File: config.mk
export PLATFORM = sky130hd
export DESIGN_NAME = mbist_march_seq_flat
export DESIGN_NICKNAME = d
export VERILOG_FILES = /design/src/rtl/mbist_march_seq_if.sv /design/src/rtl/mbist_march_seq.sv /design/src/flat_wrapper.sv
export SDC_FILE = /design/constraint.sdc
export NUM_CORES = 1
export LEC_CHECK = 0
export ABC_AREA = 1
export CORE_UTILIZATION = 58
export CTS_CLUSTER_DIAMETER = 40
export DETAILED_ROUTE_END_ITERATION = 16
export GPL_ROUTABILITY_DRIVEN = 0
export PLACE_DENSITY = 0.9
export SLEW_MARGIN = 5
export SYNTH_ARGS = -nofsm -noshare
export SYNTH_HDL_FRONTEND = slang
export SYNTH_SLANG_ARGS = --single-unit
export TNS_END_PERCENT = 20
File: constraint.sdc
create_clock -name clk -period 4.7 [get_ports clk]
set_input_delay 0.94 -clock clk [delete_from_list [all_inputs] [get_ports clk]]
set_output_delay 0.94 -clock clk [all_outputs]
set_load 0.01 [all_outputs]
File: src/rtl/mbist_march_seq_if.sv
// Memory-side bus of the MBIST March C- sequencer: address, write data,
// read/write strobes and read data returned with a fixed one-cycle latency.
interface mbist_march_seq_if #(
    parameter int unsigned ADDR_WIDTH = 4,
    parameter int unsigned DATA_WIDTH = 8
);
    logic [ADDR_WIDTH-1:0] mem_addr;
    logic [DATA_WIDTH-1:0] mem_wdata;
    logic                  mem_we;
    logic                  mem_re;
    logic [DATA_WIDTH-1:0] mem_rdata;

    // Sequencer side drives the strobes and consumes read data.
    modport master (
        output mem_addr,
        output mem_wdata,
        output mem_we,
        output mem_re,
        input  mem_rdata
    );

    // Memory side.
    modport slave (
        input  mem_addr,
        input  mem_wdata,
        input  mem_we,
        input  mem_re,
        output mem_rdata
    );
endinterface

File: src/rtl/mbist_march_seq.sv
// March C- sequencer for the MBIST path: walks the six March elements over the
// SRAM under test with a programmable data background and records sticky fail,
// first-fail address/element and a saturating miscompare count.
// Optional build macro MBIST_STOP_ON_FAIL_EN: abort to DONE on the first miscompare.
module mbist_march_seq #(
    parameter int unsigned ADDR_WIDTH = 4,
    parameter int unsigned DATA_WIDTH = 8,
    parameter int unsigned CNT_WIDTH  = 4
) (
    input  logic                  clk,
    input  logic                  rst_n,
    input  logic                  i_start,
    input  logic [DATA_WIDTH-1:0] i_bg_pattern,
    mbist_march_seq_if.master     mem,
    output logic                  o_busy,
    output logic                  o_done,
    output logic                  o_fail,
    output logic [ADDR_WIDTH-1:0] o_fail_addr,
    output logic [2:0]            o_fail_elem,
    output logic [CNT_WIDTH-1:0]  o_fail_count
);

    localparam logic [ADDR_WIDTH-1:0] AddrMax = '1;
    localparam logic [CNT_WIDTH-1:0]  CntMax  = '1;

    typedef enum logic [1:0] {StIdle, StRun, StDrain, StDone} state_e;

    state_e                r_state, w_state_next;
    logic [2:0]            r_elem, w_elem_next;
    logic [ADDR_WIDTH-1:0] r_addr, w_addr_next;
    logic                  r_phase, w_phase_next;
    logic [DATA_WIDTH-1:0] r_bg;

    logic                  r_cmp_valid, w_cmp_valid_next;
    logic [ADDR_WIDTH-1:0] r_cmp_addr;
    logic [2:0]            r_cmp_elem;
    logic [DATA_WIDTH-1:0] r_cmp_exp;

    logic                  r_fail;
    logic [ADDR_WIDTH-1:0] r_fail_addr;
    logic [2:0]            r_fail_elem;
    logic [CNT_WIDTH-1:0]  r_fail_count;

    logic                  w_is_read, w_is_write;
    logic [DATA_WIDTH-1:0] w_wdata, w_exp;
    logic                  w_desc, w_two_op, w_op_last, w_addr_last, w_miscompare;
    logic                  w_launch;

    assign w_launch     = (r_state == StIdle) && i_start;
    assign w_desc       = (r_elem == 3'd3) || (r_elem == 3'd4);
    assign w_two_op     = (r_elem >= 3'd1) && (r_elem <= 3'd4);
    assign w_op_last    = !w_two_op || r_phase;
    assign w_addr_last  = w_desc ? (r_addr == '0) : (r_addr == AddrMax);
    assign w_miscompare = r_cmp_valid && (mem.mem_rdata != r_cmp_exp);

    // Decode the current memory operation from element/phase (RUN only).
    always_comb begin
        w_is_read  = 1'b0;
        w_is_write = 1'b0;
        w_wdata    = '0;
        w_exp      = '0;
        if (r_state == StRun) begin
            unique case (r_elem)
                3'd0: begin
                    w_is_write = 1'b1;
                    w_wdata    = r_bg;
                end
                // r0,w1
                3'd1, 3'd3: begin
                    w_is_write = r_phase;
                    w_is_read  = !r_phase;
                    w_wdata    = r_phase ? ~r_bg : '0;
                    w_exp      = r_bg;
                end
                // r1,w0
                3'd2, 3'd4: begin
                    w_is_write = r_phase;
                    w_is_read  = !r_phase;
                    w_wdata    = r_phase ? r_bg : '0;
                    w_exp      = ~r_bg;
                end
                3'd5: begin
                    w_is_read = 1'b1;
                    w_exp     = r_bg;
                end
                default: ;
            endcase
        end
    end

    // Next-state: sequence control and address/element walk.
    always_comb begin
        w_state_next     = r_state;
        w_elem_next      = r_elem;
        w_addr_next      = r_addr;
        w_phase_next     = r_phase;
        w_cmp_valid_next = w_is_read;
        unique case (r_state)
            StIdle: begin
                if (i_start) begin
                    w_state_next = StRun;
                    w_elem_next  = 3'd0;
                    w_addr_next  = '0;
                    w_phase_next = 1'b0;
                end
            end
            StRun: begin
                if (!w_op_last) begin
                    w_phase_next = 1'b1;
                end else begin
                    w_phase_next = 1'b0;
                    if (!w_addr_last) begin
                        w_addr_next = w_desc ? r_addr - 1'b1 : r_addr + 1'b1;
                    end else if (r_elem == 3'd5) begin
                        w_state_next = StDrain;
                    end else begin
                        w_elem_next = r_elem + 3'd1;
                        // E3 and E4 walk downwards from the top address.
                        w_addr_next = ((r_elem == 3'd2) || (r_elem == 3'd3)) ? AddrMax : '0;
                    end
                end
`ifdef MBIST_STOP_ON_FAIL_EN
                if (w_miscompare) begin
                    w_state_next     = StDone;
                    w_cmp_valid_next = 1'b0;
                end
`endif
            end
            StDrain: w_state_next = StDone;
            StDone: begin
                if (!i_start) begin
                    w_state_next = StIdle;
                end
            end
            default: w_state_next = StIdle;
        endcase
    end

    // Sequencer state, walk counters and background latch.
    always_ff @(posedge clk or negedge rst_n) begin
        if (!rst_n) begin
            r_state <= StIdle;
            r_elem  <= '0;
            r_addr  <= '0;
            r_phase <= 1'b0;
            r_bg    <= '0;
        end else begin
            r_state <= w_state_next;
            r_elem  <= w_elem_next;
            r_addr  <= w_addr_next;
            r_phase <= w_phase_next;
            if (w_launch) begin
                r_bg <= i_bg_pattern;
            end
        end
    end

    // Compare pipeline: remember what each read should return.
    always_ff @(posedge clk or negedge rst_n) begin
        if (!rst_n) begin
            r_cmp_valid <= 1'b0;
            r_cmp_addr  <= '0;
            r_cmp_elem  <= '0;
            r_cmp_exp   <= '0;
        end else begin
            r_cmp_valid <= w_cmp_valid_next;
            if (w_is_read) begin
                r_cmp_addr <= r_addr;
                r_cmp_elem <= r_elem;
                r_cmp_exp  <= w_exp;
            end
        end
    end

    // Result registers: cleared at launch, updated on each miscompare.
    always_ff @(posedge clk or negedge rst_n) begin
        if (!rst_n) begin
            r_fail       <= 1'b0;
            r_fail_addr  <= '0;
            r_fail_elem  <= '0;
            r_fail_count <= '0;
        end else if (w_launch) begin
            r_fail       <= 1'b0;
            r_fail_addr  <= '0;
            r_fail_elem  <= '0;
            r_fail_count <= '0;
        end else if (w_miscompare) begin
            r_fail <= 1'b1;
            if (!r_fail) begin
                r_fail_addr <= r_cmp_addr;
                r_fail_elem <= r_cmp_elem;
            end
            if (r_fail_count != CntMax) begin
                r_fail_count <= r_fail_count + 1'b1;
            end
        end
    end

    assign mem.mem_we    = w_is_write;
    assign mem.mem_re    = w_is_read;
    assign mem.mem_wdata = w_wdata;
    assign mem.mem_addr  = (r_state == StRun) ? r_addr : '0;

    assign o_busy       = (r_state == StRun) || (r_state == StDrain);
    assign o_done       = (r_state == StDone);
    assign o_fail       = r_fail;
    assign o_fail_addr  = r_fail_addr;
    assign o_fail_elem  = r_fail_elem;
    assign o_fail_count = r_fail_count;

endmodule

File: src/flat_wrapper.sv
// flat-port wrapper written by rule: the top's interface ports become plain ports
module mbist_march_seq_flat 
#(
    parameter int unsigned ADDR_WIDTH = 4,
    parameter int unsigned DATA_WIDTH = 8,
    parameter int unsigned CNT_WIDTH  = 4
)
  (clk, rst_n, i_start, i_bg_pattern, o_busy, o_done, o_fail, o_fail_addr, o_fail_elem, o_fail_count, mem_mem_addr, mem_mem_wdata, mem_mem_we, mem_mem_re, mem_mem_rdata);
  mbist_march_seq_if #(.ADDR_WIDTH(ADDR_WIDTH), .DATA_WIDTH(DATA_WIDTH)) mem_i ();
  input  logic clk;
  input  logic rst_n;
  input  logic i_start;
  input  logic [DATA_WIDTH-1:0] i_bg_pattern;
  output logic o_busy;
  output logic o_done;
  output logic o_fail;
  output logic [ADDR_WIDTH-1:0] o_fail_addr;
  output logic [2:0] o_fail_elem;
  output logic [CNT_WIDTH-1:0] o_fail_count;
  output wire logic [$bits(mem_i.mem_addr)-1:0] mem_mem_addr;
  output wire logic [$bits(mem_i.mem_wdata)-1:0] mem_mem_wdata;
  output wire logic [$bits(mem_i.mem_we)-1:0] mem_mem_we;
  output wire logic [$bits(mem_i.mem_re)-1:0] mem_mem_re;
  input wire logic [$bits(mem_i.mem_rdata)-1:0] mem_mem_rdata;
  assign mem_mem_addr = mem_i.mem_addr;
  assign mem_mem_wdata = mem_i.mem_wdata;
  assign mem_mem_we = mem_i.mem_we;
  assign mem_mem_re = mem_i.mem_re;
  assign mem_i.mem_rdata = mem_mem_rdata;
  mbist_march_seq #(.ADDR_WIDTH(ADDR_WIDTH), .DATA_WIDTH(DATA_WIDTH), .CNT_WIDTH(CNT_WIDTH)) u_core (.clk(clk), .rst_n(rst_n), .i_start(i_start), .i_bg_pattern(i_bg_pattern), .mem(mem_i), .o_busy(o_busy), .o_done(o_done), .o_fail(o_fail), .o_fail_addr(o_fail_addr), .o_fail_elem(o_fail_elem), .o_fail_count(o_fail_count));
endmodule
==> summary.txt, run 1 <==
Clock network
  – Maximum clock insertion buffer count: 2
  – CTS tree: yes
  – Hold Buf Count CTS: 0
  – Post-CTS Resized: 0
  – Clk_lat worst skew: roughly 0.30 ns
  – Clk sinks: 46
  – Root Buffer: clkbuf_8
  – CTS Buf Count: 5
  – H-tree depth: 2
  – Reg clk slew, reported paths: approximately 0.09 ns
  – Post-CTS Setup Bufs: 0

Placement
  – Port buffer count: 46
  – HPWL Detailed: between 4 and 5 mm

Synth
  – Cell Area, Synth: 2900 µm²
  – Syn Nets: ~420
  – Yosys reg bits: 46
  – Count leader, synth: nand2_1
  – Sequential area share after synthesis: around two fifths
  – Yosys top cell area share: roughly two fifths
  – Post-synth EDFFs: 0
  – Post-synth cell types: 34
  – Top cells by instance count after synthesis: nand2_1, inv_1, dfrtp_1
  – Largest cells by area after synthesis: dfrtp_1, nand2_1, inv_1, nand3_1, ha_1
  – Synth area leader: dfrtp_1
  – Cells after Synth: about 390
  – Top_reg_cell synth: dfrtp_1
  – Ys Warns: 0
  – Synth Area per Inst: 7.53 µm²
  – Async set or reset register ratio after synthesis: 100%

Die
  – Ports: between 40 and 50
  – Initial Util: roughly three fifths
  – Height of the die: between 70 and 80 µm
  – Row cnt: 25
  – Die area: between 5000 and 6000 µm²
  – Core box area: ~4800 µm²
  – Chip width: roughly 73 µm

Routing
  – DRT Wirelength: 6.39 mm
  – DRC Markers: 0
  – Via density: around 5.4
  – Avg WL per Cell: ~13 µm
  – Via Count: ~2.7k
  – DR iter-0 viols: 250
  – Router iterations before antenna repair: 7
  – Routed Antenna Nets: 0

Final layout
  – Utilization after layout: between 70% and 80%
  – Nets: roughly 460
  – Ant diodes: 0
  – Register area: 1150 µm²
  – Synthesis-to-layout area growth: 19.4%
  – Share of cells above drive strength 1: approximately 9%
  – Fill count: roughly 370
  – Multi-input gate area: between 1000 and 1500 µm²

Global route
  – Largest net degree at the start of global routing: 47
  – Gr ovfl total: 0
  – Initial antenna violation count: 0
  – Tot GR Track Use: a little over a quarter
  – Global-route wire length before repair: between 10 and 15 mm
  – Vias in the first global route: between 2k and 3k

Worst setup path
  – CP Cell Sequence: inv_1, ha_1, inv_2, nor2_4, inv_2, nand2_4, clkdlybuf4s50_1
  – Cell repeated most along the worst path: inv_2
  – WP data arrival: between 2 and 3 ns
  – Critical path buffers and inverters: 4
  – Critical path fanouts, max: 28
  – Critical Path Max Stage Delay: slightly above 0.6 ns
  – Crit path max-delay cell type: ha_1
  – Critical path class: register to primary output
  – Worst path required time: 3.76 ns
  – Startpoint class of the critical path: register
  – CP endpoint kind: primary output
  – Top delay family on crit path: buffers and inverters

Power
  – Maximum VDD drop: roughly 0.00030 V
  – Leakage power: 1.74 nW
  – Pwr per Cell Area: 597 nW/µm²

Timing
  – Setup TNS Final: 0 ns
  – Final Setup Violations: 0
  – Max-slew headroom at the worst pin: between 30% and 40%
  – Layout Skew: approximately 0.0065 ns
  – Max Slew Vio Count: 0
  – RSZ-0062 raised after global routing: no
  – Final min period: about 3.6 ns
  – Highest clock rate: 0.276 GHz
  – Slew @ Worst Pin: roughly 1 ns
  – Fin. Hold Viols: 0
  – Fin crit share: about 77%

Outcome
  – Status: completed

Job
  – Total of max-cap violations: 0

Worst hold path
  – Type of the most critical hold path: register to register
==> per-layer routing <==
metal  track usage [%]  vias to the layer above  part of all wire, %
met5                 0                        -                    0
met4              10.0                        0                  1.2
met3              4.56                        7                  5.0
met2              46.6                      108                   51
met1              33.4                     1248                   43
li1                  -                     1291                    -
==> tightest hold or removal path: cells and delay by family, from the launching register on <==
| kind | cells | cell delay, ns |
|---|---|---|
| DFF | 1 | 0.35 |
| and+or+nand+nor | 2 | 0.14 |
==> report_power, final <==
group          internal, W  leakage (nW)  switching (W)
clock network     0.000105        0.0441       0.000140
logic             0.000452          1.09       0.000677
registers         0.000548         0.608       0.000144
total              0.00110          1.74       0.000961
==> layout by cell type (no fill, tap or decap), drive strengths merged <==
master,instances
o21a,1
clkbuf,5
xor2,2
o221ai,8
buf,1
nor2,21
inv,62
xnor2,3
mux2i,1
clkinv,2
a21oi,5
nand2,132
dfrtp,46
ha,13
o211ai,5
clkinvlp,1
nand4,1
or2,2
fa,1
nand3,36
clkdlybuf4s50,45
o21ai,34
==> state kept, by name, indices dropped and copies added, names as in the netlist, 3 cells and up <==
signal	count
u_core.r_addr	4
u_core.o_fail_elem	3
u_core.r_cmp_elem	3
u_core.r_cmp_addr	4
u_core.o_fail_addr	4
u_core.o_fail_count	4
u_core.r_elem	3
u_core.r_bg	8
u_core.r_cmp_exp	8
==> area by class of cell <==
class                           instances  share of cell area [%]
Tap cell                               67                    2.42
Timing Repair Buffer                   46                    13.2
Multi-Input combinational cell        265                    41.6
Inverter                               62                    6.94
Clock inverter                          3                   0.615
Clock buffer                            5                    1.99
Sequential cell                        46                    33.3
==> stage by stage <==
stage	instances	area (µm²)	total power, W	worst slack [ns]	hold slack [ns]
detailed placement	486	3370	0.00181	1.42	0.496
finish	494	3460	0.00207	1.07	0.518
global placement	486	3370	0.00175	1.51	0.492
CTS	494	3460	0.00206	1.07	0.519
global route	494	3460	0.00225	0.881	0.541
floorplan	385	2900	0.00145	2.32	0.473
==> logic make-up after synthesis <==
kind of cell    Yosys count  synth area share, %
mux                       1                0.345
compound gates           53                 12.0
flops                    46                 39.7
xor+xnor                  5                 1.51
buf+inv                  74                 10.6
simple gates            192                 29.5
fa+ha+maj                14                 6.30
==> path summary, 6_finish.rpt <==
path / start / endpoint / slack [ns] / cells past startpoint
min reg2reg: u_core.o_fail_addr[2]$_DFFE_PN0P_ / u_core.o_fail_addr[2]$_DFFE_PN0P_ / 0.52 / 2
max in group asynchronous: rst_n / u_core.r_bg[5]$_DFFE_PN0P_ / 3.29 / 1
min in group asynchronous: rst_n / u_core.r_cmp_valid$_DFF_PN0_ / 0.80 / 1
max: u_core.r_state[1]$_DFFE_PN0P_ / mem_mem_re / 1.07 / 7
min: u_core.o_fail_addr[2]$_DFFE_PN0P_ / u_core.o_fail_addr[2]$_DFFE_PN0P_ / 0.52 / 2
max reg2reg: u_core.r_state[1]$_DFFE_PN0P_ / u_core.r_elem[2]$_DFFE_PN0P_ / 2.45 / 10
Note: power is estimated with default switching activity, not from simulation.
==> run 2, diff against run 1 <==
--- a/config.mk
+++ b/config.mk
@@ -6,11 +6,11 @@
 export NUM_CORES = 1
 export LEC_CHECK = 0
 export ABC_AREA = 1
-export CORE_UTILIZATION = 58
+export CORE_UTILIZATION = 49
 export CTS_CLUSTER_DIAMETER = 40
 export DETAILED_ROUTE_END_ITERATION = 16
 export GPL_ROUTABILITY_DRIVEN = 0
-export PLACE_DENSITY = 0.9
+export PLACE_DENSITY = 0.81
 export SLEW_MARGIN = 5
 export SYNTH_ARGS = -nofsm -noshare
 export SYNTH_HDL_FRONTEND = slang
==> constraint.sdc (replaced) <==
create_clock -name clk -period 3 [get_ports clk]
set_input_delay 0.6 -clock clk [delete_from_list [all_inputs] [get_ports clk]]
set_output_delay 0.6 -clock clk [all_outputs]
set_load 0.01 [all_outputs]
==> run 2 against run 1 <==
Effect of this change:
- combinational power increased by 62%
- critical endpoint is now mem_mem_wdata[2]
- power rose by 58%
- hold slack got worse by 0.052 ns
- clock skew grew 0.0017 ns
- non-clock buffer count rose by 4
- design area rose by 1.7%
- worst setup slack worse by 0.92 ns
- clock power rose by 44%
==> summary.txt, run 2 (synthesized netlist as in run 1, its figures left out) <==
Outcome
  – Status: completed (unchanged)

Clock network
  – CTS Buf Count: 5 (unchanged)
  – Clk sinks: 46 (unchanged)
  – Maximum clock insertion buffer count: 2 (unchanged)
  – Root Buffer: clkbuf_8 (unchanged)
  – Reg clk slew, reported paths: 0.08 ns (was 0.09 ns)
  – CTS tree: yes (unchanged)
  – Hold Buf Count CTS: 0 (unchanged)
  – H-tree depth: 2 (unchanged)
  – Clk_lat worst skew: 0.29 ns (was 0.30 ns)

Die
  – Core box area: 5610 µm² (was 4750 µm²)
  – Ports: 47 (unchanged)
  – Initial Util: 51.7% (was 60.9%)
  – Die area: 6230 µm² (was 5280 µm²)
  – Chip width: 78.9 µm (was 72.7 µm)
  – Height of the die: 78.9 µm (was 72.7 µm)
  – Row cnt: 27 (was 25)

Timing
  – Layout Skew: 0.00825 ns (was 0.00655 ns)
  – Max Slew Vio Count: 0 (unchanged)
  – Fin crit share: roughly 95%
  – RSZ-0062 raised after global routing: no (unchanged)
  – Final min period: approximately 2.9 ns
  – Highest clock rate: ~0.35 GHz
  – Max-slew headroom at the worst pin: 33.0% (was 33.4%)
  – Slew @ Worst Pin: 1.00 ns (about the same)
  – Final Setup Violations: 0 (unchanged)
  – Setup TNS Final: 0 ns (unchanged)
  – Final setup margin: 0.146 ns (was 1.07 ns)
  – Fin. Hold Viols: 0 (unchanged)

Worst setup path
  – Critical path class: register to primary output (unchanged)
  – Worst path required time: 2.40 ns (was 3.76 ns)
  – WP data arrival: 2.25 ns (was 2.69 ns)
  – Startpoint class of the critical path: register (unchanged)
  – Critical path fanouts, max: 16 (was 28)
  – CP endpoint kind: primary output (unchanged)

Power
  – Maximum VDD drop: 0.000438 V (was 0.000303 V)
  – Int Pwr: 0.00178 W (was 0.00110 W)
  – Clock network fraction of total power: 10.8% (was 11.8%)
  – Sw Ratio: 45.6% (was 46.5%)
  – Leakage power: 1.76 nW (was 1.74 nW)
  – Psw: 0.00149 W (was 0.000961 W)
  – Seq pwr share: 33.1% (was 33.5%)
  – Pwr per Cell Area: 927 nW/µm² (was 597 nW/µm²)
  – Comb pwr share: 56.0% (was 54.7%)

Final layout
  – Ant diodes: 0 (unchanged)
  – Commonest non-fill, non-tap cell in the layout: nand2_1 (unchanged)
  – Utilization after layout: 62.8% (was 72.8%)
  – Regs by FF count: u_core.r_bg x8, u_core.r_cmp_exp x8 (unchanged)
  – Synthesis-to-layout area growth: 21.5% (was 19.4%)
  – Non-filler instance count after layout: 502 (was 494)
  – Share of cells above drive strength 1: 11.2% (was 9.13%)
  – Nets: 463 (was 459)
  – Most frequent cells in the layout: nand2_1, inv_1, clkdlybuf4s50_1 (was nand2_1, inv_1, dfrtp_1)

Routing
  – Avg WL per Cell: 12.6 µm (was 12.9 µm)
  – Via Count: 2,568 (was 2,654)
  – DRC Markers: 0 (unchanged)
  – DR iter-0 viols: 186 (was 250)
  – Via density: 5.12 (was 5.37)
  – Router iterations before antenna repair: 4 (was 7)
  – DRT Wirelength: 6.34 mm (was 6.39 mm)
  – Routed Antenna Nets: 0 (unchanged)

Worst hold path
  – Type of the most critical hold path: input pin to async pin (was register to register)

Placement
  – Placed Cells: 494 (was 486)
  – Pre-CTS WS: 0.247 ns (was 1.42 ns)
  – Port buffer count: 46 (unchanged)
  – HPWL Detailed: 4.67 mm (about the same)

Global route
  – Gr ovfl total: 0 (unchanged)
  – Tot GR Track Use: 22.3% (was 26.8%)
  – Initial antenna violation count: 0 (unchanged)
  – Vias in the first global route: 2,504 (was 2,558)
  – Largest net degree at the start of global routing: 47 (unchanged)
  – Global-route wire length before repair: 10.9 mm (was 11.1 mm)

Job
  – Total of max-cap violations: 0 (unchanged)
[run 2: cell count changes in the layout (fill, tap and decap cells not counted), sizes merged]
cell | previous run | this run
buf | 1 | 5
clkinvlp | 1 | 0
[run 2: layout make-up]
type / instances / area, µm²
Tap cell: 72 / 90.1
Multi-Input combinational cell: 265 / 1470
Sequential cell: 46 / 1150
Clock buffer: 5 / 68.8
Timing Repair Buffer: 50 / 485
Clock inverter: 2 / 10.0
Fill cell: 502 / 2090
Inverter: 62 / 240
[run 2: worst max-delay path, cell delays in order (launching register included)]
cell	delay, ns
dfrtp_2	0.45
inv_1	0.16
ha_4	0.19
inv_2	0.05
nand2_4	0.10
o21ai_4	0.15
o221ai_1	0.21
nand2_1	0.08
inv_1	0.05
clkdlybuf4s50_1	0.53
[run 2: timing repair]
action / in CTS / in global routing
pin swaps: 0 / 1
setup buffers: 0 / 1
endpoints found under the hold margin: 0 / 0
endpoints found under the setup margin: 8 / 8
gates resized for setup: 2 / 7
[run 2: worst paths after layout]
kind / slack, ns / from / end / cells after the start
min in group clk: 0.52 / u_core.o_fail_addr[0]$_DFFE_PN0P_ / u_core.o_fail_addr[0]$_DFFE_PN0P_ / 2
worst max-delay path: 0.15 / u_core.r_elem[0]$_DFFE_PN0P_ / mem_mem_wdata[2] / 9
worst min-delay path: 0.47 / rst_n / u_core.r_bg[2]$_DFFE_PN0P_ / 1
max in group asynchronous: 1.86 / rst_n / u_core.r_elem[1]$_DFFE_PN0P_ / 1
worst min register to register: 0.52 / u_core.o_fail_addr[0]$_DFFE_PN0P_ / u_core.o_fail_addr[0]$_DFFE_PN0P_ / 2
worst max register to register: 1.04 / u_core.r_state[0]$_DFFE_PN0P_ / u_core.o_fail_count[3]$_DFFE_PN0P_ / 7
[run 2: power groups by stage]
| stage | clock network (W) | logic, W | registers (W) |
|---|---|---|---|
| global placement | 0 | 0.00170 | 0.00107 |
| detailed placement | 0 | 0.00176 | 0.00109 |
| global route | 0.000394 | 0.00206 | 0.00112 |
| CTS | 0.000363 | 0.00179 | 0.00108 |
| floorplan | 0 | 0.00124 | 0.00103 |
| finish | 0.000353 | 0.00183 | 0.00108 |
[run 2: routing by layer]
| metal | wire [µm] | vias to the layer above | GRT usage (%) |
|---|---|---|---|
| li1 | - | 1305 | - |
| met1 | 2850 | 1185 | 28.3 |
| met2 | 3060 | 61 | 37.7 |
| met3 | 264 | 17 | 3.56 |
| met4 | 161 | 0 | 9.45 |
| met5 | 0 | - | 0 |
[run 2: stage by stage]
stage	cell area, µm²	total power [W]	hold slack (ns)
finish	3520	0.00326	0.466
global route	3520	0.00357	0.543
CTS	3490	0.00323	0.504
detailed placement	3400	0.00285	0.502
global placement	3400	0.00277	0.490
floorplan	2900	0.00227	0.304
